$ cat src/rtl/lpm_pkg.sv
// Shared constants and helpers for the LPM multiplier family.
// Representation strings and the full-precision product width live here.
package lpm_pkg;

   localparam string REP_SIGNED   = "SIGNED";
   localparam string REP_UNSIGNED = "UNSIGNED";

   // One guard bit above a*b leaves room for the addend carry.
   function automatic int full_width(input int widtha, input int widthb);
      return widtha + widthb + 1;
   endfunction

endpackage

$ cat src/rtl/lpm_mult_pipe_reg.sv
// Single pipeline stage: synchronous clear, hold while clken is high.
// Clear takes priority over hold.
module lpm_mult_pipe_reg #(
   parameter int width = 1
) (
   input  logic             clock,
   input  logic             aclr,
   input  logic             clken,
   input  logic [width-1:0] d,
   output logic [width-1:0] q
);

   always_ff @(posedge clock) begin
      if (aclr) begin
         q <= '0;
      end else if (!clken) begin
         q <= d;
      end
   end

endmodule

$ cat src/rtl/lpm_mult.sv
// Multiply-add: result = dataa*datab + sum, truncated or extended to lpm_widthp.
// The full-precision product is registered first; later stages are plain delays.
module lpm_mult
   import lpm_pkg::*;
#(
   parameter int    lpm_widtha         = 16,
   parameter int    lpm_widthb         = 16,
   parameter int    lpm_widthp         = 16,
   parameter int    lpm_widths         = 1,
   parameter int    lpm_pipeline       = 0,
   parameter string lpm_representation = "UNSIGNED",
   parameter string lpm_hint           = "UNUSED",
   parameter string lpm_type           = "LPM_MULT"
) (
   input  logic                  clock,
   input  logic                  aclr,
   input  logic                  clken,
   input  logic [lpm_widtha-1:0] dataa,
   input  logic [lpm_widthb-1:0] datab,
   input  logic [lpm_widths-1:0] sum,
   output logic [lpm_widthp-1:0] result
);

   localparam int FW        = full_width(lpm_widtha, lpm_widthb);
   localparam int IW        = (lpm_widthp > FW) ? lpm_widthp : FW;
   localparam bit IS_SIGNED = (lpm_representation == REP_SIGNED);

   logic [IW-1:0] a_ext;
   logic [IW-1:0] b_ext;
   logic [IW-1:0] s_ext;
   logic [IW-1:0] prod;

   // Extending before multiplying makes the low IW bits exact in both representations.
   always_comb begin
      if (IS_SIGNED) begin
         a_ext = IW'($signed(dataa));
         b_ext = IW'($signed(datab));
         s_ext = IW'($signed(sum));
      end else begin
         a_ext = IW'(dataa);
         b_ext = IW'(datab);
         s_ext = IW'(sum);
      end
      prod = a_ext * b_ext + s_ext;
   end

   logic [lpm_pipeline:0][FW-1:0] stage;

   assign stage[0] = prod[FW-1:0];

   for (genvar i = 0; i < lpm_pipeline; i++) begin : g_stage
      lpm_mult_pipe_reg #(
         .width(FW)
      ) u_reg (
         .clock(clock),
         .aclr (aclr),
         .clken(clken),
         .d    (stage[i]),
         .q    (stage[i+1])
      );
   end

   if (lpm_widthp <= FW) begin : g_trunc
      assign result = stage[lpm_pipeline][lpm_widthp-1:0];
   end else begin : g_ext
      logic msb;
      assign msb    = IS_SIGNED ? stage[lpm_pipeline][FW-1] : 1'b0;
      assign result = {{(lpm_widthp-FW){msb}}, stage[lpm_pipeline]};
   end

   // Bits and controls that a given parameterisation leaves unread.
   logic unused_ok;
   assign unused_ok = ^{prod, stage, clock, aclr, clken, (lpm_hint == ""), (lpm_type == "")};

endmodule

$ cat config.mk
export PLATFORM = sky130hd
export DESIGN_NAME = lpm_mult
export DESIGN_NICKNAME = d
export VERILOG_FILES = /design/src/rtl/lpm_pkg.sv /design/src/rtl/lpm_mult_pipe_reg.sv /design/src/rtl/lpm_mult.sv
export SDC_FILE = /design/constraint.sdc
export NUM_CORES = 1
export LEC_CHECK = 0
export BUFFER_PORTS_ARGS = -buffer_cell sky130_fd_sc_hd__buf_2
export CAP_MARGIN = 40
export CORE_MARGIN = 10
export CORE_UTILIZATION = 50
export DETAILED_ROUTE_END_ITERATION = 12
export PLACE_DENSITY = 0.67
export SLEW_MARGIN = 10
export SYNTH_ARGS = -nofsm -noshare
export SYNTH_HDL_FRONTEND = slang
export SYNTH_SLANG_ARGS = --single-unit
$ cat constraint.sdc
create_clock -name vclk -period 7.13
set_input_delay 1.0695 -clock vclk [all_inputs]
set_output_delay 1.0695 -clock vclk [all_outputs]
set_load 0.02 [all_outputs]
# Word-level counts from Yosys, hierarchy flattened
# Index checks and enable logic that the tools add are counted.
# Widths: inputs -> output; s select.
[totals]
reg_bits = 0
in_bits = 36
elab_cells = 2
[op_classes]
add_sub_neg = 1
mul = 1
[ops]
columns = ["operator", "count"]
rows = [
  ["$add 16x1->16", 1],
  ["$mul 16x16->16", 1],
]

# Longest topological paths before layout
# Gate-level depths: netlist (run 1).
[logic_depth]
ltp_word = 2
mapped_depth = 20
ltp_nobuf = 19

# Least setup slack after synthesis (run 1)
# OpenSTA, ideal clock, no wires.
[synth_timing]
kind = "in2out"
startpoint = "input port datab[1]"
endpoint = "output port result[15]"
n_path_buf = 1
slack_ns = 0.253
arrival_ns = 5.808
cell_stages = 17
required_time_ns = 6.060
cell_sequence = "clkbuf_1 > nand2_1 > fa_1 > fa_1 > fa_1 > fa_1 > inv_1 > fa_1 > inv_1 > fa_1 > inv_1 > ha_1 > inv_1 > o21bai_1 > a221oi_2 > a21oi_1 > xnor2_1"
[synth_between]
elab_chain_cells = 2
[synth_lines]
columns = ["item", "line", "rtl"]
rows = [
  ["start, declared", "lpm_mult.sv:19", "input logic [lpm_widthb-1:0] datab,"],
  ["$mul 16x16->16", "lpm_mult.sv:44", "prod = a_ext * b_ext + s_ext;"],
  ["$add 16x1->16", "lpm_mult.sv:44", ""],
  ["end, declared", "lpm_mult.sv:21", "output logic [lpm_widthp-1:0] result"],
]
# Every way passes these cells.

# Worst setup path after layout (run 1)
[layout_timing]
startpoint = "input port dataa[7]"
endpoint = "output port result[14]"
[layout_between]
elab_chain_cells = 2
[layout_lines]
columns = ["item", "line", "rtl"]
rows = [
  ["start, declared", "lpm_mult.sv:18", "input logic [lpm_widtha-1:0] dataa,"],
  ["$mul 16x16->16", "lpm_mult.sv:44", ""],
  ["$add 16x1->16", "lpm_mult.sv:44", ""],
]
# Every way passes these cells.

==> metrics.txt, run 1 <==
status=complete, no violations; Area contributors post-synth=fa_1 (39%), ha_1 (16%), inv_1 (11%), and2_1 (10%), nand2_1 (7.0%); Arr. time, crit path=approximately 6 ns; area of the multi-input gates=~0.0036 mm2; post-layout util=0.577; worst hold path endpoint=result[0]; Vias=approximately 3100; pin slew with the least headroom to its limit=~0.35 ns; Tmin final=6.97 ns; nets=698; vias in the first global route=around 3400; top-area cell type share of the netlist area=0.394; pin count of the biggest net entering global routing=17; Seq/Total Area, Yosys=0; setup TNS=0 ns; I/O Pins=52; most numerous cell on the critical path=fa_1; mux cell area share after synthesis=0; Area growth syn-to-layout=10.9%; Post-Synthesis Cell Area=between 0.004 and 0.005 mm2; Max Cap Violations=0; ANT cells=0; hold_sp=sum; fraction of layout cells with a size suffix above 1=0.142; XOR/XNOR Fraction of Synth Area=0.0853; Seq. cell area=0 um2; DP HPWL=about 8 mm; WP buf/inv=6; port buffer count=49; FMAX=between 100 and 150 MHz; GP Congestion=around 0.88; Core ar.=around 0.0078 mm2; worst setup path class=in2out; Yosys warning total=0; Required @ worst endpoint=approximately 6.1 ns; total grt overflow=0; Die Width=110 um; Layout fillers=735; crit path launch type=input pin; Post-Synthesis Cells=between 400 and 500; crit end category=output pin; Pre-antenna DRT Iters=4; Syn Area/Cell=8.36 um2; area leader, netlist=fa_1; synth unique cells=30; critical path's slowest cell=fa_1; Setup-failing EPs final=0; CP peak stage delay=0.54 ns; Finished Cell Area=roughly 0.0045 mm2; Final Hold Vio Count=0; commonest non-fill, non-tap cell in the layout=inv_1; # rows=32; adder-cell area share of the yosys netlist=0.554; Routed WL=between 9 and 10 mm; Synth Area in Compound Gates=0.0437; Placed Cells=~630; largest family of logic cells by synthesized area=adder cells; post-synthesis simple-gate area fraction=0.198; wire per inst=15.1 um; Mapped Nets=654; Slew Limit Fails=0; vias per cell=approximately 5.0; Seq Cell Count=0; global-route wire length before repair=between 15 and 20 mm; worst min path class=in2out; Tcrit/Tclk final=0.978; post-route antenna net violation count=0; commonest non-fill, non-tap cells in the layout=inv_1 (114), fa_1 (79), nand2_1 (75); CP cell instances=clkbuf_4 -> and2_1 -> fa_1 -> inv_1 -> fa_1 -> fa_1 -> fa_1 -> inv_1 -> fa_1 -> inv_1 -> fa_1 -> inv_1 -> ha_1 -> nand2_1 -> or4_4 -> a211o_1 -> nand3_2 -> buf_4; Post-Layout Cell Count=630; Critical Path Fanout Max=7; clock buffers=0; Initial Util=0.521; antenna violations before repair=0; hold path cells=3; height of the die=~110 um; die area=about 0.012 mm2; Slew HR=0.765; DRT iter0 DRCs=between 150 and 200; DRC viols=0; Area after DPL=roughly 0.0044 mm2; CP top delay family=adder cells; Global Route Usage Sum=0.161
-- metal layers --
layer,vias up,GRT usage,share of wire
li1,1517,-,-
met1,1531,0.225,0.46
met2,86,0.276,0.48
met3,6,0.00987,0.052
met4,0,0.0211,0.0060
met5,-,0,0
-- per-stage QoR --
stage	hold WS, ns	setup slack (ns)
2_1_floorplan	2.35	0.253
3_3_place_gp	2.48	-0.0208
3_5_place_dp	2.48	-0.0790
4_1_cts	2.49	0.00897
5_1_grt	2.51	-0.0385
6_report	2.48	0.160
-- cell usage after synthesis --
cell      number
a211o_1        1
a211oi_1       2
a21o_1         3
a21oi_1        8
a21oi_2        1
a221oi_2       1
and2_1        65
buf_2          1
clkbuf_1      13
fa_1          80
ha_1          52
inv_1        115
nand2_1       76
nand3_2        1
nand3b_1       1
nand4_1        1
nor2_1        11
nor2b_1        1
nor3_1         1
nor4_1         1
o21a_1         2
o21ai_0        4
o21ba_2        1
o21bai_1       2
o31ai_1        1
or3_1          1
or4_4          2
xnor2_1       30
xnor3_1        1
xor2_1         7
-- cells by family after synthesis --
logic type      after synthesis
compound gates               26
xor+xnor                     38
buf+inv                     129
fa+ha+maj                   132
simple gates                161
-- worst max-delay path by stage --
stage,depth (start not counted),end,slack (ns),start
floorplan,17,result[15],0.25,datab[1]
global placement,18,result[15],-0.02,datab[1]
detailed placement,18,result[15],-0.08,datab[1]
CTS,21,result[15],0.009,datab[1]
global route,19,result[15],-0.04,datab[4]
finish,18,result[14],0.16,dataa[7]
-- area by class of cell --
cell class                      instances  share of cell area
Tap cell                              102              0.0283
Inverter                              115              0.0958
Multi-Input combinational cell        357               0.805
Timing Repair Buffer                   56              0.0708
-- timing repair --
action                     CTS  global route
hold endpoints to repair     0             0
setup endpoints to repair    1             3
resized for setup            2            23
pin swaps                    3            12
hold buffers                 0             0
buffers inserted             0             1
-- tightest hold or removal path, cell delays in order --
cell   delay, ns
buf_2       0.08
ha_1        0.11
buf_2       0.15
Power of run 1 is not shown: default switching activity piles up to over one toggle a cycle in this logic, so the estimate is an artifact.
==> inputs of run 2 (changes only) <==
--- a/config.mk
+++ b/config.mk
@@ -10,7 +10,7 @@
 export CORE_MARGIN = 10
 export CORE_UTILIZATION = 50
 export DETAILED_ROUTE_END_ITERATION = 12
-export PLACE_DENSITY = 0.67
+export PLACE_DENSITY = 0.7
 export SLEW_MARGIN = 10
 export SYNTH_ARGS = -nofsm -noshare
 export SYNTH_HDL_FRONTEND = slang
==> constraint.sdc (replaced) <==
create_clock -name vclk -period 5.91
set_input_delay 0.8865 -clock vclk [all_inputs]
set_output_delay 0.8865 -clock vclk [all_outputs]
set_load 0.02 [all_outputs]
==> metrics.txt, run 2 (synthesis results as in run 1) <==
Initial Util=0.521 (unchanged); clock buffers=0 (unchanged); die area=0.0121 mm2 (unchanged); crit end category=output pin; Slew HR=0.815 (+0.0492); Vias=3505 (+12%); vias per cell=5.03 (+0.89%); pin slew with the least headroom to its limit=0.276 ns (-0.0759 ns); Area growth syn-to-layout=36.0%; Required @ worst endpoint=5.02 ns (-1.04 ns); DP HPWL=9.00 mm (+11%); commonest non-fill, non-tap cells in the layout=inv_1 (102), fa_1 (74), nand2_1 (68); Finished Cell Area=0.00553 mm2 (+23%); CTS Hold Bufs=0 (unchanged); nets=765 (+9.6%); critical path's slowest cell=fa_1; CP cell instances=buf_12 -> and2_4 -> fa_1 -> inv_1 -> fa_1 -> inv_1 -> fa_1 -> fa_1 -> fa_1 -> inv_1 -> fa_1 -> inv_2 -> ha_4 -> nand2_2 -> or4_4 -> a211o_1 -> nand3_2 -> buf_6; worst setup path class=in2out; RSZ-0062 raised after global routing=yes; wire per inst=15.6 um (+3.1%); crit path launch type=input pin; Seq Cell Count=0 (unchanged); Die Width=110 um (unchanged); Final Hold Vio Count=0 (unchanged); Max Cap Violations=0 (unchanged); worst setup margin=-0.515 ns (-0.675 ns); FMAX=approximately 160 MHz; Critical Path Fanout Max=5 (-2); dpl ws=-0.725 ns (-0.646 ns); final hold slack=2.12 ns (-0.364 ns); height of the die=110 um (unchanged); failing checks=negative setup slack; Tmin final=6.43 ns; setup TNS=-1.90 ns (-1.90 ns); DRT iter0 DRCs=170 (+4.9%); hold path cells=3 (unchanged); Global Route Usage Sum=0.181 (+0.0200); Area after DPL=0.00498 mm2 (+12%); most numerous cell on the critical path=fa_1; Core ar.=0.00781 mm2 (unchanged); Slew Limit Fails=0 (unchanged); I/O Pins=52 (unchanged); Arr. time, crit path=5.54 ns (-0.36 ns); # rows=32 (unchanged); commonest non-fill, non-tap cell in the layout=inv_1; post-route antenna net violation count=0 (unchanged); DRC viols=0 (unchanged); Layout fillers=603 (-18%); hold_sp=sum; CP Launch Point=datab[4]; Tcrit/Tclk final=1.09; vias in the first global route=3930 (+17%); Routed WL=10.9 mm (+14%); fraction of layout cells with a size suffix above 1=0.341 (+0.199); GP Congestion=0.925 (+4.6%); Seq. cell area=0 um2 (unchanged); Pre-antenna DRT Iters=4 (unchanged); total grt overflow=0 (unchanged); worst hold path endpoint=result[0]; worst min path class=in2out; status=complete, but fails checks; port buffer count=49 (unchanged); global-route wire length before repair=17.9 mm (+12%); pin count of the biggest net entering global routing=17 (unchanged); ANT cells=0 (unchanged); CP peak stage delay=0.53 ns (about the same); antenna violations before repair=0 (unchanged); Setup-failing EPs final=7 (+7)
## run 2: cell count changes in the layout (fill, tap and decap cells not counted), moves of 10 or more
cell / change
inv_2: +12
and2_4: +10
buf_4: +55
and2_1: -10
inv_1: -12
buf_6: +16
ha_1: -13
buf_2: -14
## run 2: timing repair
action,CTS,global route
setup buffers,3,6
hold endpoints to repair,0,0
gates cloned,1,0
resized for setup,84,45
pin swaps,34,30
setup endpoints to repair,7,7
## run 2: final cells by class
class,instances,area [um2],share of cell area
Inverter,115,432,0.0781
Multi-Input combinational cell,357,3940,0.713
Tap cell,102,128,0.0231
Timing Repair Buffer,123,1030,0.186
## run 2: critical path, delay by kind of cell
kind,cells,cell delay (ns)
buf+inv,6,0.42
compound gates,1,0.29
fa+ha+maj,7,3.23
simple gates,4,0.70
## run 2: stage by stage
stage / instances / util
6_report: 697 / 0.708
5_1_grt: 697 / 0.708
4_1_cts: 691 / 0.682
3_5_place_dp: 687 / 0.638
3_3_place_gp: 687 / 0.638
2_1_floorplan: 486 / -
## run 2: worst max path at each step
stage | to | cells after the start
floorplan | result[15] | 17
global placement | result[14] | 19
detailed placement | result[15] | 18
CTS | result[15] | 18
global route | result[15] | 18
finish | result[14] | 18
## run 2: routing by layer
metal | global-route usage | wire length, um
met2 | 0.342 | 5580
met3 | 0.00987 | 584
met4 | 0.0220 | 204
met1 | 0.228 | 4480
met5 | 0 | 0
Power of run 2 is left out for the same reason.
==> inputs of run 3 (changes only) <==
--- a/config.mk
+++ b/config.mk
@@ -5,6 +5,7 @@
 export SDC_FILE = /design/constraint.sdc
 export NUM_CORES = 1
 export LEC_CHECK = 0
+export ABC_AREA = 1
 export BUFFER_PORTS_ARGS = -buffer_cell sky130_fd_sc_hd__buf_2
 export CAP_MARGIN = 40
 export CORE_MARGIN = 10
==> metrics.txt, run 3 <==
Syn Area/Cell=6.81 um2 (-19%); pin count of the biggest net entering global routing=17 (unchanged); Critical Path Fanout Max=3 (-2); wire per inst=13.4 um (-14%); most numerous cell on the critical path=fa_1; vias per cell=4.92 (-2.2%); Post-Synthesis Cell Area=0.00443 mm2 (+9.0%); port buffer count=49 (unchanged); Slew HR=0.751 (-0.0641); CP peak stage delay=0.55 ns (+0.02 ns); Finished Cell Area=0.00616 mm2 (+11%); top-area cell type share of the netlist area=0.361 (-0.0325); DRT iter0 DRCs=281 (+65%); nets=949 (+24%); CP cell instances=buf_8 -> buf_6 -> nand2_1 -> inv_1 -> fa_1 -> inv_2 -> fa_1 -> inv_1 -> fa_2 -> fa_2 -> fa_1 -> inv_2 -> fa_1 -> inv_2 -> ha_4 -> buf_6 -> nand2_4 -> buf_4 -> o2111ai_4 -> xor2_2 -> buf_6; worst min path class=in2out; vias in the first global route=4596 (+17%); pin slew with the least headroom to its limit=0.374 ns (+0.0983 ns); hold_sp=sum; die area=0.0130 mm2 (+7.3%); Seq. cell area=0 um2 (unchanged); Max Cap Violations=0 (unchanged); final hold slack=2.12 ns (-0.00139 ns); synth unique cells=26 (-13%); Die Width=114 um (+3.6%); Vias=4363 (+24%); failing checks=negative setup slack; Required @ worst endpoint=5.02 ns (about the same); worst setup path class=in2out; Area after DPL=0.00545 mm2 (+9.5%); Critical Path Stages=21 (+3); Post-Layout Cell Count=887 (+27%); area leader, netlist=fa_1; Pre-antenna DRT Iters=4 (unchanged); Global Route Usage Sum=0.179 (-0.00270); Mapped Nets=819 (+25%); Final Hold Vio Count=0 (unchanged); commonest cells in the netlist=inv_1 (205), nand2_1 (205), fa_1 (80); Seq Cell Count=0 (unchanged); FMAX=157 MHz (+1.2%); total grt overflow=0 (unchanged); fraction of layout cells with a size suffix above 1=0.329 (-0.0126); # rows=34 (+6.3%); Arr. time, crit path=5.46 ns (-0.08 ns); commonest non-fill, non-tap cell in the layout=nand2_1; Tmin final=6.35 ns (-0.0753 ns); Routed WL=11.9 mm (+9.8%); CTS Hold Bufs=0 (unchanged); DP HPWL=9.71 mm (+8.0%); antenna violations before repair=0 (unchanged); post-route antenna net violation count=0 (unchanged); critical path's slowest cell=fa_1; Placed Cells=862 (+25%); Setup-failing EPs final=7 (unchanged); Area contributors post-synth=fa_1 (36%), inv_1 (17%), nand2_1 (17%), ha_1 (15%), xor2_1 (3.0%); Initial Util=0.511 (-0.0101); commonest non-fill, non-tap cells in the layout=nand2_1 (183), inv_1 (178), buf_4 (81); Seq/Total Area, Yosys=0 (unchanged); height of the die=114 um (+3.6%); worst setup margin=-0.440 ns (+0.0753 ns); Slew Limit Fails=0 (unchanged); crit end category=output pin; area of the multi-input gates=0.00399 mm2 (+1.2%); ANT cells=0 (unchanged); I/O Pins=52 (unchanged); Core ar.=0.00868 mm2 (+11%); worst hold path endpoint=result[0]; clock buffers=0 (unchanged); Tcrit/Tclk final=1.07 (-0.0127); status=complete, but fails checks; Yosys warning total=0 (unchanged); DRC viols=0 (unchanged); Layout fillers=663 (+10%); Post-Synthesis Cells=651 (+34%); Area growth syn-to-layout=39.1%; hold path cells=3 (unchanged); WP buf/inv=10 (+4); dpl ws=-0.676 ns (+0.0491 ns); CP top delay family=adder cells; crit path launch type=input pin; RSZ-0062 raised after global routing=yes; global-route wire length before repair=19.9 mm (+11%); GP Congestion=0.868 (-6.2%)
## run 3: changes by cell type after synthesis, moves of 3 or more
cell and delta:
a21o_1 -3, a21oi_1 +5, and2_1 -65, buf_2 +6, inv_1 +90, nand2_1 +129
nand2_2 +8, nand3_1 +20, xnor2_1 -25, xor2_1 +8
## run 3: cell families after synthesis
kind of cell,count (synthesis),synth area share
adders and majority gates,132,0.508
and+or+nand+nor,249,0.227
AOI/OAI and AO/OA,22,0.0280
buffers and inverters,228,0.197
xor gates and xnor gates,20,0.0395
## run 3: through the flow
step	setup TNS [ns]	utilization
floorplan	-0.572	-
global placement	-3.20	0.628
detailed placement	-3.66	0.628
CTS	-2.48	0.689
global route	-3.97	0.710
finish	-2.53	0.710
## run 3: routing by layer
| metal | track usage | routed length (um) |
|---|---|---|
| met4 | 0.0368 | 238 |
| met2 | 0.337 | 6380 |
| met3 | 0.0152 | 600 |
| met5 | 0 | 0 |
| met1 | 0.214 | 4700 |
## run 3: timing repair
action / 4_1_cts / 5_1_grt
resized for setup: 117 / 47
setup endpoints to repair: 7 / 9
buffers inserted: 24 / 5
pin swaps: 57 / 31
## run 3: worst min-delay path, cell delays in order
cell   delay, ns
buf_2       0.08
ha_1        0.11
buf_2       0.15
## run 3: worst max-delay path by stage
| stage | from | to | slack (ns) |
|---|---|---|---|
| 2_1_floorplan | datab[3] | result[14] | -0.17 |
| 3_3_place_gp | dataa[7] | result[15] | -0.61 |
| 3_5_place_dp | dataa[5] | result[13] | -0.68 |
| 4_1_cts | dataa[7] | result[15] | -0.46 |
| 5_1_grt | datab[3] | result[13] | -0.64 |
| 6_report | dataa[7] | result[14] | -0.44 |
## run 3: cell type report
class,instances,area share
repair buffers,149,0.204
well taps,108,0.0219
inverters,207,0.126
multi-input cells,423,0.648
Power of run 3 is left out for the same reason.
